==> src/rtl/sysid_pkg.sv <==
// Shared definitions for the system-ID reader.
//   sysid_state_e : read-sequence FSM states
//   SYSID_ADDR_*  : word addresses inside the system-ID slave
//   SYSID_DW      : slave data width
package sysid_pkg;

  localparam int SYSID_DW = 32;

  localparam logic SYSID_ADDR_ID = 1'b0;
  localparam logic SYSID_ADDR_TS = 1'b1;

  typedef enum logic [2:0] {
    IDLE    = 3'd0,
    ID_REQ  = 3'd1,
    ID_WAIT = 3'd2,
    TS_REQ  = 3'd3,
    TS_WAIT = 3'd4,
    FINISH  = 3'd5
  } sysid_state_e;

endpackage

==> src/rtl/sysid_rd_timer.sv <==
// Per-transaction watchdog for the system-ID reader: a loadable 16-bit
// down-counter.
//   clock, reset : system clock, synchronous active-high reset
//   i_load       : load i_load_val (wins over i_dec)
//   i_load_val   : reload value (the transaction cycle budget)
//   i_dec        : decrement this cycle
//   o_zero       : this cycle's decrement takes the count to zero, i.e. the
//                  budget is used up at the end of the current cycle
module sysid_rd_timer (
  input  logic        clock,
  input  logic        reset,
  input  logic        i_load,
  input  logic [15:0] i_load_val,
  input  logic        i_dec,
  output logic        o_zero
);

  logic [15:0] r_count;

  always_ff @(posedge clock) begin
    if (reset) begin
      r_count <= '0;
    end else if (i_load) begin
      r_count <= i_load_val;
    end else if (i_dec && (r_count != 16'd0)) begin
      r_count <= r_count - 16'd1;
    end
  end

  // Flag the last budgeted cycle rather than the cycle after it, so the FSM
  // can leave on the same edge the count hits zero.
  assign o_zero = i_dec && !i_load && (r_count <= 16'd1);

endmodule

==> src/rtl/sysid_reader.sv <==
// Avalon-MM read master that fetches the system-ID slave's ID (word 0) and
// build timestamp (word 1), compares them against expected values and reports
// the outcome, so start-up logic can gate on the bitstream identity.
//   clock, reset          : system clock, synchronous active-high reset
//   start                 : one-cycle request to run a read sequence
//   av_address, av_read   : read request (word address, strobe)
//   av_waitrequest        : slave stall
//   av_readdata/valid     : read response
//   busy, done            : sequence in progress / one-cycle end pulse
//   sys_id, sys_timestamp : captured words (0 when not captured)
//   id_ok, ts_ok          : captured word matches its expected value
//   timeout_err           : last sequence aborted on timeout
//   dbg_state             : current FSM state
//
// Handshake: a read is accepted on a cycle with av_read=1 and
// av_waitrequest=0; av_read/av_address hold steady while stalled. The
// response is the first cycle with av_readdatavalid=1 while waiting for that
// read. Only one read is ever outstanding; responses seen in any other state
// are dropped.
module sysid_reader
  import sysid_pkg::*;
#(
  parameter logic [SYSID_DW-1:0] EXPECTED_ID = 32'h0000_0000,
  parameter logic [SYSID_DW-1:0] EXPECTED_TS = 32'h0000_0000,
  parameter int unsigned         TIMEOUT     = 255,
  parameter bit                  AUTO_START  = 1'b1
) (
  input  logic                clock,
  input  logic                reset,
  input  logic                start,
  output logic                av_address,
  output logic                av_read,
  input  logic                av_waitrequest,
  input  logic [SYSID_DW-1:0] av_readdata,
  input  logic                av_readdatavalid,
  output logic                busy,
  output logic                done,
  output logic [SYSID_DW-1:0] sys_id,
  output logic [SYSID_DW-1:0] sys_timestamp,
  output logic                id_ok,
  output logic                ts_ok,
  output logic                timeout_err,
  output sysid_state_e        dbg_state
);

  localparam logic [15:0] TMO_LOAD = 16'(TIMEOUT);

  sysid_state_e        r_state;
  logic                r_av_read;
  logic                r_av_address;
  logic                r_busy;
  logic                r_done;
  logic [SYSID_DW-1:0] r_sys_id;
  logic [SYSID_DW-1:0] r_sys_ts;
  logic                r_id_ok;
  logic                r_ts_ok;
  logic                r_timeout_err;
  // Set while reset is held; gives exactly one automatic launch in the
  // first cycle after reset is released.
  logic                r_auto_pend;

  logic w_launch;
  logic w_tmr_load;
  logic w_tmr_dec;
  logic w_tmr_zero;

  assign w_launch   = (r_state == IDLE) && (start || r_auto_pend);
  // Reload on entry to each request state: from IDLE and on the ID capture.
  assign w_tmr_load = w_launch || ((r_state == ID_WAIT) && av_readdatavalid);
  assign w_tmr_dec  = (r_state == ID_REQ) || (r_state == ID_WAIT) ||
                      (r_state == TS_REQ) || (r_state == TS_WAIT);

  sysid_rd_timer u_timer (
    .clock      (clock),
    .reset      (reset),
    .i_load     (w_tmr_load),
    .i_load_val (TMO_LOAD),
    .i_dec      (w_tmr_dec),
    .o_zero     (w_tmr_zero)
  );

  always_ff @(posedge clock) begin
    if (reset) begin
      r_state       <= IDLE;
      r_av_read     <= 1'b0;
      r_av_address  <= SYSID_ADDR_ID;
      r_busy        <= 1'b0;
      r_done        <= 1'b0;
      r_sys_id      <= '0;
      r_sys_ts      <= '0;
      r_id_ok       <= 1'b0;
      r_ts_ok       <= 1'b0;
      r_timeout_err <= 1'b0;
      r_auto_pend   <= AUTO_START;
    end else begin
      r_auto_pend <= 1'b0;
      r_done      <= 1'b0;
      unique case (r_state)
        IDLE: begin
          if (w_launch) begin
            r_state       <= ID_REQ;
            r_av_read     <= 1'b1;
            r_av_address  <= SYSID_ADDR_ID;
            r_busy        <= 1'b1;
            r_sys_id      <= '0;
            r_sys_ts      <= '0;
            r_id_ok       <= 1'b0;
            r_ts_ok       <= 1'b0;
            r_timeout_err <= 1'b0;
          end
        end
        ID_REQ: begin
          // An accept on the last budgeted cycle still counts as a timeout:
          // no data can have been captured.
          if (w_tmr_zero) begin
            r_state       <= FINISH;
            r_av_read     <= 1'b0;
            r_timeout_err <= 1'b1;
            r_done        <= 1'b1;
          end else if (!av_waitrequest) begin
            r_state   <= ID_WAIT;
            r_av_read <= 1'b0;
          end
        end
        ID_WAIT: begin
          // Data arriving on the last budgeted cycle is still taken.
          if (av_readdatavalid) begin
            r_sys_id     <= av_readdata;
            r_id_ok      <= (av_readdata == EXPECTED_ID);
            r_state      <= TS_REQ;
            r_av_read    <= 1'b1;
            r_av_address <= SYSID_ADDR_TS;
          end else if (w_tmr_zero) begin
            r_state       <= FINISH;
            r_timeout_err <= 1'b1;
            r_done        <= 1'b1;
          end
        end
        TS_REQ: begin
          if (w_tmr_zero) begin
            r_state       <= FINISH;
            r_av_read     <= 1'b0;
            r_timeout_err <= 1'b1;
            r_done        <= 1'b1;
          end else if (!av_waitrequest) begin
            r_state   <= TS_WAIT;
            r_av_read <= 1'b0;
          end
        end
        TS_WAIT: begin
          if (av_readdatavalid) begin
            r_sys_ts <= av_readdata;
            r_ts_ok  <= (av_readdata == EXPECTED_TS);
            r_state  <= FINISH;
            r_done   <= 1'b1;
          end else if (w_tmr_zero) begin
            r_state       <= FINISH;
            r_timeout_err <= 1'b1;
            r_done        <= 1'b1;
          end
        end
        FINISH: begin
          // start is not looked at here; it is honoured again from IDLE.
          r_state <= IDLE;
          r_busy  <= 1'b0;
        end
        default: begin
          r_state   <= IDLE;
          r_av_read <= 1'b0;
          r_busy    <= 1'b0;
        end
      endcase
    end
  end

  assign av_read       = r_av_read;
  assign av_address    = r_av_address;
  assign busy          = r_busy;
  assign done          = r_done;
  assign sys_id        = r_sys_id;
  assign sys_timestamp = r_sys_ts;
  assign id_ok         = r_id_ok;
  assign ts_ok         = r_ts_ok;
  assign timeout_err   = r_timeout_err;
  assign dbg_state     = r_state;

endmodule

==> config.mk <==
export PLATFORM = sky130hd
export DESIGN_NAME = sysid_reader
export DESIGN_NICKNAME = d
export VERILOG_FILES = /design/src/rtl/sysid_pkg.sv /design/src/rtl/sysid_rd_timer.sv /design/src/rtl/sysid_reader.sv
export SDC_FILE = /design/constraint.sdc
export NUM_CORES = 1
export LEC_CHECK = 0
export CAP_MARGIN = 20
export CELL_PAD_IN_SITES_DETAIL_PLACEMENT = 0
export CELL_PAD_IN_SITES_GLOBAL_PLACEMENT = 1
export CORE_ASPECT_RATIO = 1.2
export CORE_MARGIN = 5
export CORE_UTILIZATION = 36
export CTS_BUF_LIST = sky130_fd_sc_hd__clkbuf_2
export DETAILED_ROUTE_END_ITERATION = 12
export GPL_TIMING_DRIVEN = 0
export PLACE_DENSITY = 0.91
export SLEW_MARGIN = 20
export SYNTH_ARGS = -nofsm -noshare
export SYNTH_HDL_FRONTEND = slang
export SYNTH_HIERARCHICAL = 1
export SYNTH_SLANG_ARGS = --single-unit
==> constraint.sdc <==
create_clock -name clock -period 3.2 [get_ports clock]
set_input_delay 0.64 -clock clock [delete_from_list [all_inputs] [get_ports clock]]
set_output_delay 0.64 -clock clock [all_outputs]
set_load 0.005 [all_outputs]
==> results_dict.tcl, run 1 <==
set metrics [dict create \
    pre_cts_slack_ns -0.318 \
    vias 4030 \
    syn-cell-area_um2 3990 \
    ys_ff_latch 91 \
    grt_pass1_wl_um 19300 \
    routed_wl_um 12000 \
    powerDensity_nw_per_um2 459 \
    syn2layout_area_growth_pct 36.1 \
    synth_cell_type_count 54 \
    rsz0062_at_grt "no" \
    cts_tree "built" \
    max-clock-path-buffers 2 \
    cts-root-buf "clkbuf_2" \
    fin_setup_tns_ns 0 \
    grt_pass1_vias 3918 \
    ys.flop_type "dfxtp_1" \
    status "completed" \
    setup_viol 0 \
    worst_hold_path.endpoint "sys_id[16]$_SDFFE_PP0P_" \
    cts.sinks 91 \
    worst_setup_path_start_kind "register" \
    period_share_pct 90.3 \
    tightest_slew_ns 0.649 \
    muxShareOfSynthArea_pct 0 \
    syn_inst 469 \
    critical_path_class "register to register" \
    cts_resized 0 \
    regArea_um2 1820 \
    worst_hold_startpoint "sys_id[16]$_SDFFE_PP0P_" \
    grt_antenna_before_repair 0 \
    synth_compound_area_share_pct 21.0 \
    layout_min_cycle_time_ns 2.89 \
    syn_area_per_cell_um2 8.51 \
    insertion_delay_ns 0.57 \
    nFillCells 1049 \
    vdd_ir_drop_max_mv 0.236 \
    yosys-top-cells-area "dfxtp_1 (46%), a22oi_1 (6.0%), a21oi_1 (5.3%), nor2_1 (5.2%), nand3_1 (4.6%)" \
    die_x_um 106 \
    yosysWarnings 6 \
    cp.arrival_ns 3.36 \
    reg2reg_to "dbg_state[1]$_SDFFE_PP0P_" \
    cpPeakStageDelay_ns 0.49 \
    seq_area_frac_synth_pct 45.7 \
    layout.nets 643 \
    synth_top_cell_by_area "dfxtp_1" \
    synth_xor_area_share_pct 0 \
    grt_usage_pct 17.7 \
    ff2ff_path_depth 12 \
    synthAdderAreaFrac_pct 0.627 \
    path_cells "buf_4, nor2_2, nand3_2, buf_2, nand2_1, clkbuf_1, nor4_1, and4_1, nand3b_1, a21oi_2, nor3_1, nor3_2" \
    grt_max_degree 17 \
    critPathCaptureType "register" \
    drt-vias-per-instance 5.44 \
    dpl.hpwl_um 9170 \
    cts_setup_buffers 0 \
    antenna_cells 0 \
    synth_top_family_by_area "simple AND/OR/NAND/NOR gates" \
    die-area_um2 13300 \
    final-max-slew-violation-count 0 \
    async_flop_share_pct 0 \
    io_pins 111 \
    first_pass_iters 4 \
    min_path_type "register to register" \
    start_util_pct 36.5 \
    synth_top_area_share_pct 45.7 \
    max_freq_ghz 0.346 \
    hold_viol 0 \
    rr_startpoint "dbg_state[0]$_SDFFE_PP0P_" \
    die_h_um 125 \
    synth_simple_gate_area_share_pct 26.2 \
    drt-initial-drc-count 214 \
    drv_cap 0 \
    num_rows 42 \
    fin_ws_ns 0.311 \
    overflow 0 \
    r2r_slack_ns 0.31 \
    coreArea_um2 10900 \
    multi_input_area_um2 1970 \
    min_path_cells 2 \
    finClkSkew_ns 0.0327 \
    portBuffers 110 \
    path_max_fanout 10 \
    critPathSlowestCell "dfxtp_1" \
    drcViolationCount 0 \
    cts_max_level 3 \
    leakage_uw 0.00185 \
    cts_made_buffers 9 \
    cp.required_ns 3.68 \
    synth_enable_flop_cells 0 \
    holdBufCountCts 0 \
    wl_per_cell_um 16.2 \
    path_clk_slew_ns 0.26 \
    gp_congestion 0.824 \
    ant_nets 0 \
    layout-drive-gt1-share_pct 8.21 \
    max-slew-margin-rel_pct 56.3 \
]
cell type report:
type / instances / area share, %
clock buffer: 10 / 0.921
tap: 132 / 3.04
clock inverter: 6 / 1.34
inverter: 10 / 0.691
multi-input combinational: 344 / 36.2
timing repair buffer: 110 / 20.3
sequential: 91 / 33.5
buffer: 38 / 3.96
power by group:
part / leakage (uW) / switching (uW) / internal (uW)
clock: 0.0000731 / 419 / 192
sequential: 0.000739 / 73.1 / 1200
combinational: 0.00104 / 357 / 256
total: 0.00185 / 849 / 1640
worst max-delay path, delay by kind of cell (launching register included):
kind	cells	cell delay (ns)
AOI/OAI and AO/OA	1	0.07
and+or+nand+nor	8	1.53
buffers and inverters	3	0.69
DFF	1	0.49
cell families (layout without fill, tap and decap cells):
| family | Yosys count | in the layout |
|---|---|---|
| AO/OA/AOI/OAI | 125 | 125 |
| adder cells (fa/ha/maj) | 2 | 2 |
| buffers and inverters | 48 | 174 |
| flip-flops | 91 | 91 |
| other | 2 | 16 |
| AND/OR/NAND/NOR | 201 | 201 |
cell usage in the layout (no fill, tap or decap), types with 11 or more instances in the layout:
| cell | netlist | layout |
|---|---|---|
| clkdlybuf4s50_1 | 0 | 110 |
| nand2_1 | 41 | 41 |
| a21oi_1 | 42 | 42 |
| dfxtp_1 | 91 | 91 |
| o21ai_0 | 11 | 11 |
| nor2_1 | 55 | 55 |
| conb_1 | 2 | 16 |
| clkbuf_1 | 17 | 17 |
| a22oi_1 | 32 | 32 |
| nand3_1 | 37 | 37 |
| nor4_1 | 13 | 13 |
layer usage:
layer | global-route usage [%] | up-vias | wire [um]
met5 | 0 | - | 0
met1 | 21.2 | 1905 | 5080
met4 | 6.94 | 0 | 219
met2 | 31.1 | 133 | 6020
met3 | 3.30 | 18 | 677
li1 | - | 1974 | -
state kept, by name, summed over array words and instances, names as in the netlist, 3 cells and up:
signal and flops:
u_timer/r_count 16, dbg_state 3, sys_id 32, sys_timestamp 32
worst max-delay path by stage:
stage	start	end	slack (ns)	cells past startpoint
floorplan	start	dbg_state[1]$_SDFFE_PP0P_	0.75	11
global placement	start	dbg_state[1]$_SDFFE_PP0P_	-0.32	12
detailed placement	start	dbg_state[1]$_SDFFE_PP0P_	-0.32	12
CTS	dbg_state[0]$_SDFFE_PP0P_	dbg_state[1]$_SDFFE_PP0P_	0.30	12
global route	dbg_state[0]$_SDFFE_PP0P_	dbg_state[2]$_SDFFE_PP0P_	0.11	11
finish	dbg_state[0]$_SDFFE_PP0P_	dbg_state[1]$_SDFFE_PP0P_	0.31	12
stage by stage:
step,cell area (um2),hold slack (ns),total power [uW],cells,util (%)
6_report,5430,0.486,2490,741,49.7
5_1_grt,5430,0.500,2620,741,49.7
4_1_cts,5430,0.486,2510,741,49.7
3_5_place_dp,5310,0.460,1900,725,48.6
3_3_place_gp,5310,0.444,1880,725,48.6
2_1_floorplan,4040,0.453,1670,483,-
cells in the mapped netlist (all sizes together) (2+ instances only):
library cell  number
o31ai              5
nand3             38
nand4b             4
or3                7
nor2              57
nand2b             6
and4               2
ha                 2
nand4              4
inv               10
buf               21
a22oi             32
dfxtp             91
o21ai             14
conb               2
o311ai             2
or4                7
nor4              16
nand2             41
a31oi              5
nand3b             2
o31a               4
a311oi            10
nor3               9
and3               2
o21bai             2
a21oi             43
clkbuf            17
or2                3
(Power assumes the default switching activity.)
==> inputs of run 2 (changes only) <==
--- a/config.mk
+++ b/config.mk
@@ -15,7 +15,7 @@
 export DETAILED_ROUTE_END_ITERATION = 12
 export GPL_TIMING_DRIVEN = 0
 export PLACE_DENSITY = 0.91
-export SLEW_MARGIN = 20
+export SLEW_MARGIN = 40
 export SYNTH_ARGS = -nofsm -noshare
 export SYNTH_HDL_FRONTEND = slang
 export SYNTH_HIERARCHICAL = 1
==> results of run 2 <==
The final DEF is identical to that of run 1; final timing and power are the same.
==> inputs of run 3 (changes only) <==
--- a/config.mk
+++ b/config.mk
@@ -15,6 +15,7 @@
 export DETAILED_ROUTE_END_ITERATION = 12
 export GPL_TIMING_DRIVEN = 0
 export PLACE_DENSITY = 0.91
+export RECOVER_POWER = 50
 export SLEW_MARGIN = 40
 export SYNTH_ARGS = -nofsm -noshare
 export SYNTH_HDL_FRONTEND = slang
==> run 3 against run 2 <==
Core utilization is 0.30 points lower. Critical path depth stayed put. Critical path type is now primary input to register. Largest power group unchanged. Critical endpoint unchanged. Sequential share of layout area is 0.20 points higher. Clock-buffer cell count stayed put. Non-clock buffer count stayed put. Sequential power hardly changed. Sequential cell count stayed put. Global-route usage stayed put. Clock power hardly changed. Via count is 0.32% higher. Clock skew is 0.0029 ns lower.
==> results_dict.tcl, run 3 (same netlist as run 1, synthesis figures left out) <==
set metrics [dict create \
    status "completed" \
    die_h_um 125 \
    powerDensity_nw_per_um2 460 \
    cts_made_buffers 9 \
    finClkSkew_ns 0.0297 \
    final-max-slew-violation-count 0 \
    overflow 0 \
    die-area_um2 13300 \
    path_clk_slew_ns 0.26 \
    setup_viol 0 \
    cpPeakStageDelay_ns 0.51 \
    cts.sinks 91 \
    wl_per_cell_um 16.2 \
    cts_resized 0 \
    critPathCaptureType "register" \
    insertion_delay_ns 0.56 \
    num_rows 42 \
    path_cells "clkdlybuf4s50_1, o21ai_0, buf_4, buf_4, nand2_1, clkbuf_1, nor4_1, and4_1, nand3b_1, a21oi_2, nor3_1, nor3_2" \
    io_pins 111 \
    start_util_pct 36.5 \
    min_path_type "register to register" \
    grt_max_degree 17 \
    layout_commonest_cell "clkdlybuf4s50_1" \
    final_cell_mix "clkdlybuf4s50_1 (96), dfxtp_1 (91), nor2_1 (56)" \
    nFillCells 1060 \
    max-clock-path-buffers 2 \
    hold_viol 0 \
    portBuffers 110 \
    holdBufCountCts 0 \
    drt-vias-per-instance 5.46 \
    path_max_fanout 10 \
    antenna_cells 0 \
    layout.nets 643 \
    leakage_uw 0.00186 \
    ant_nets 0 \
    drv_cap 0 \
    layout_min_cycle_time_ns 2.99 \
    first_pass_iters 4 \
    critical_path_class "primary input to register" \
    layout-drive-gt1-share_pct 6.57 \
    cts_max_level 3 \
    fin_util_pct 49.4 \
    cts-root-buf "clkbuf_2" \
    grt_pass1_vias 3918 \
    max_freq_ghz 0.335 \
    grt_pass1_wl_um 19300 \
    gp_congestion 0.824 \
    grt_usage_pct 17.7 \
    drcViolationCount 0 \
    vias 4043 \
    dpl.cell_count 725 \
    vdd_ir_drop_max_mv 0.237 \
    tightest_slew_ns 0.663 \
    fin_cells 741 \
    cp.required_ns 3.67 \
    cp.arrival_ns 3.46 \
    cts_setup_buffers 0 \
    routed_wl_um 12000 \
    worst_setup_path_start_kind "primary input" \
    cpMostUsedCell "buf_4" \
    critPathSlowestCell "clkdlybuf4s50_1" \
    cp_top_family "simple AND/OR/NAND/NOR gates" \
    period_share_pct 93.4 \
    coreArea_um2 10900 \
    syn2layout_area_growth_pct 35.3 \
    cts_tree "built" \
    rsz0062_at_grt "no" \
    dpl.hpwl_um 9170 \
    path_buf_inv 4 \
    die_x_um 106 \
    max-slew-margin-rel_pct 55.7 \
    total_power_uw 2480 \
    grt_antenna_before_repair 0 \
    drt-initial-drc-count 212 \
]
[run 3: cell types whose count changed in the layout (fill, tap and decap cells not counted), sizes merged]
cell / before / now
clkdlybuf4s50: 110 / 96
buf: 21 / 12
dlygate4sd3: 0 / 14
clkbuf: 27 / 36
[run 3: layout make-up]
class                   count  area (um2)  share of cell area [%]
clock inverters             6        72.6                    1.34
plain buffers              38         185                    3.43
multi-input cells         344        1970                    36.4
well taps                 132         165                    3.06
inverters                  10        37.5                   0.695
repair buffers            110        1100                    20.4
clock buffers              10        50.0                   0.927
flip-flops and latches     91        1820                    33.7
[run 3: routing by layer]
| layer | wire length (um) | global-route usage (%) |
|---|---|---|
| met5 | 0 | 0 |
| met2 | 6020 | 31.1 |
| met3 | 708 | 3.30 |
| met1 | 5040 | 21.2 |
| met4 | 210 | 6.94 |
[run 3: final timing paths]
kind / start / endpoint / slack (ns) / cells after the start
setup / recovery: start / dbg_state[1]$_SDFFE_PP0P_ / 0.21 / 12
setup reg to reg: dbg_state[2]$_SDFFE_PP0P_ / dbg_state[1]$_SDFFE_PP0P_ / 0.29 / 12
hold / removal: sys_id[16]$_SDFFE_PP0P_ / sys_id[16]$_SDFFE_PP0P_ / 0.48 / 2
hold reg to reg: sys_id[16]$_SDFFE_PP0P_ / sys_id[16]$_SDFFE_PP0P_ / 0.48 / 2
[run 3: worst reg2reg max path: stages (launching register included)]
cell and delay (ns):
dfxtp_1 0.56, nor3_2 0.11, o21ai_0 0.13, buf_4 0.23, buf_4 0.19, nand2_1 0.08, clkbuf_1 0.22, nor4_1 0.31
and4_1 0.41, nand3b_1 0.21, a21oi_2 0.07, nor3_1 0.22, nor3_2 0.07
[run 3: power breakdown]
group	leakage (uW)	switching (uW)	total, uW	internal (uW)
logic	0.00105	357	606	249
clock network	0.0000731	417	609	193
registers	0.000739	72.2	1270	1200
[run 3: through the flow]
step / TNS, ns / setup WS [ns] / cell area (um2) / hold slack, ns
finish: 0 / 0.213 / 5400 / 0.482
floorplan: 0 / 0.747 / 4040 / 0.453
global route: 0 / 0.0806 / 5400 / 0.498
detailed placement: -1.19 / -0.318 / 5310 / 0.460
CTS: 0 / 0.301 / 5430 / 0.486
global placement: -1.20 / -0.322 / 5310 / 0.444
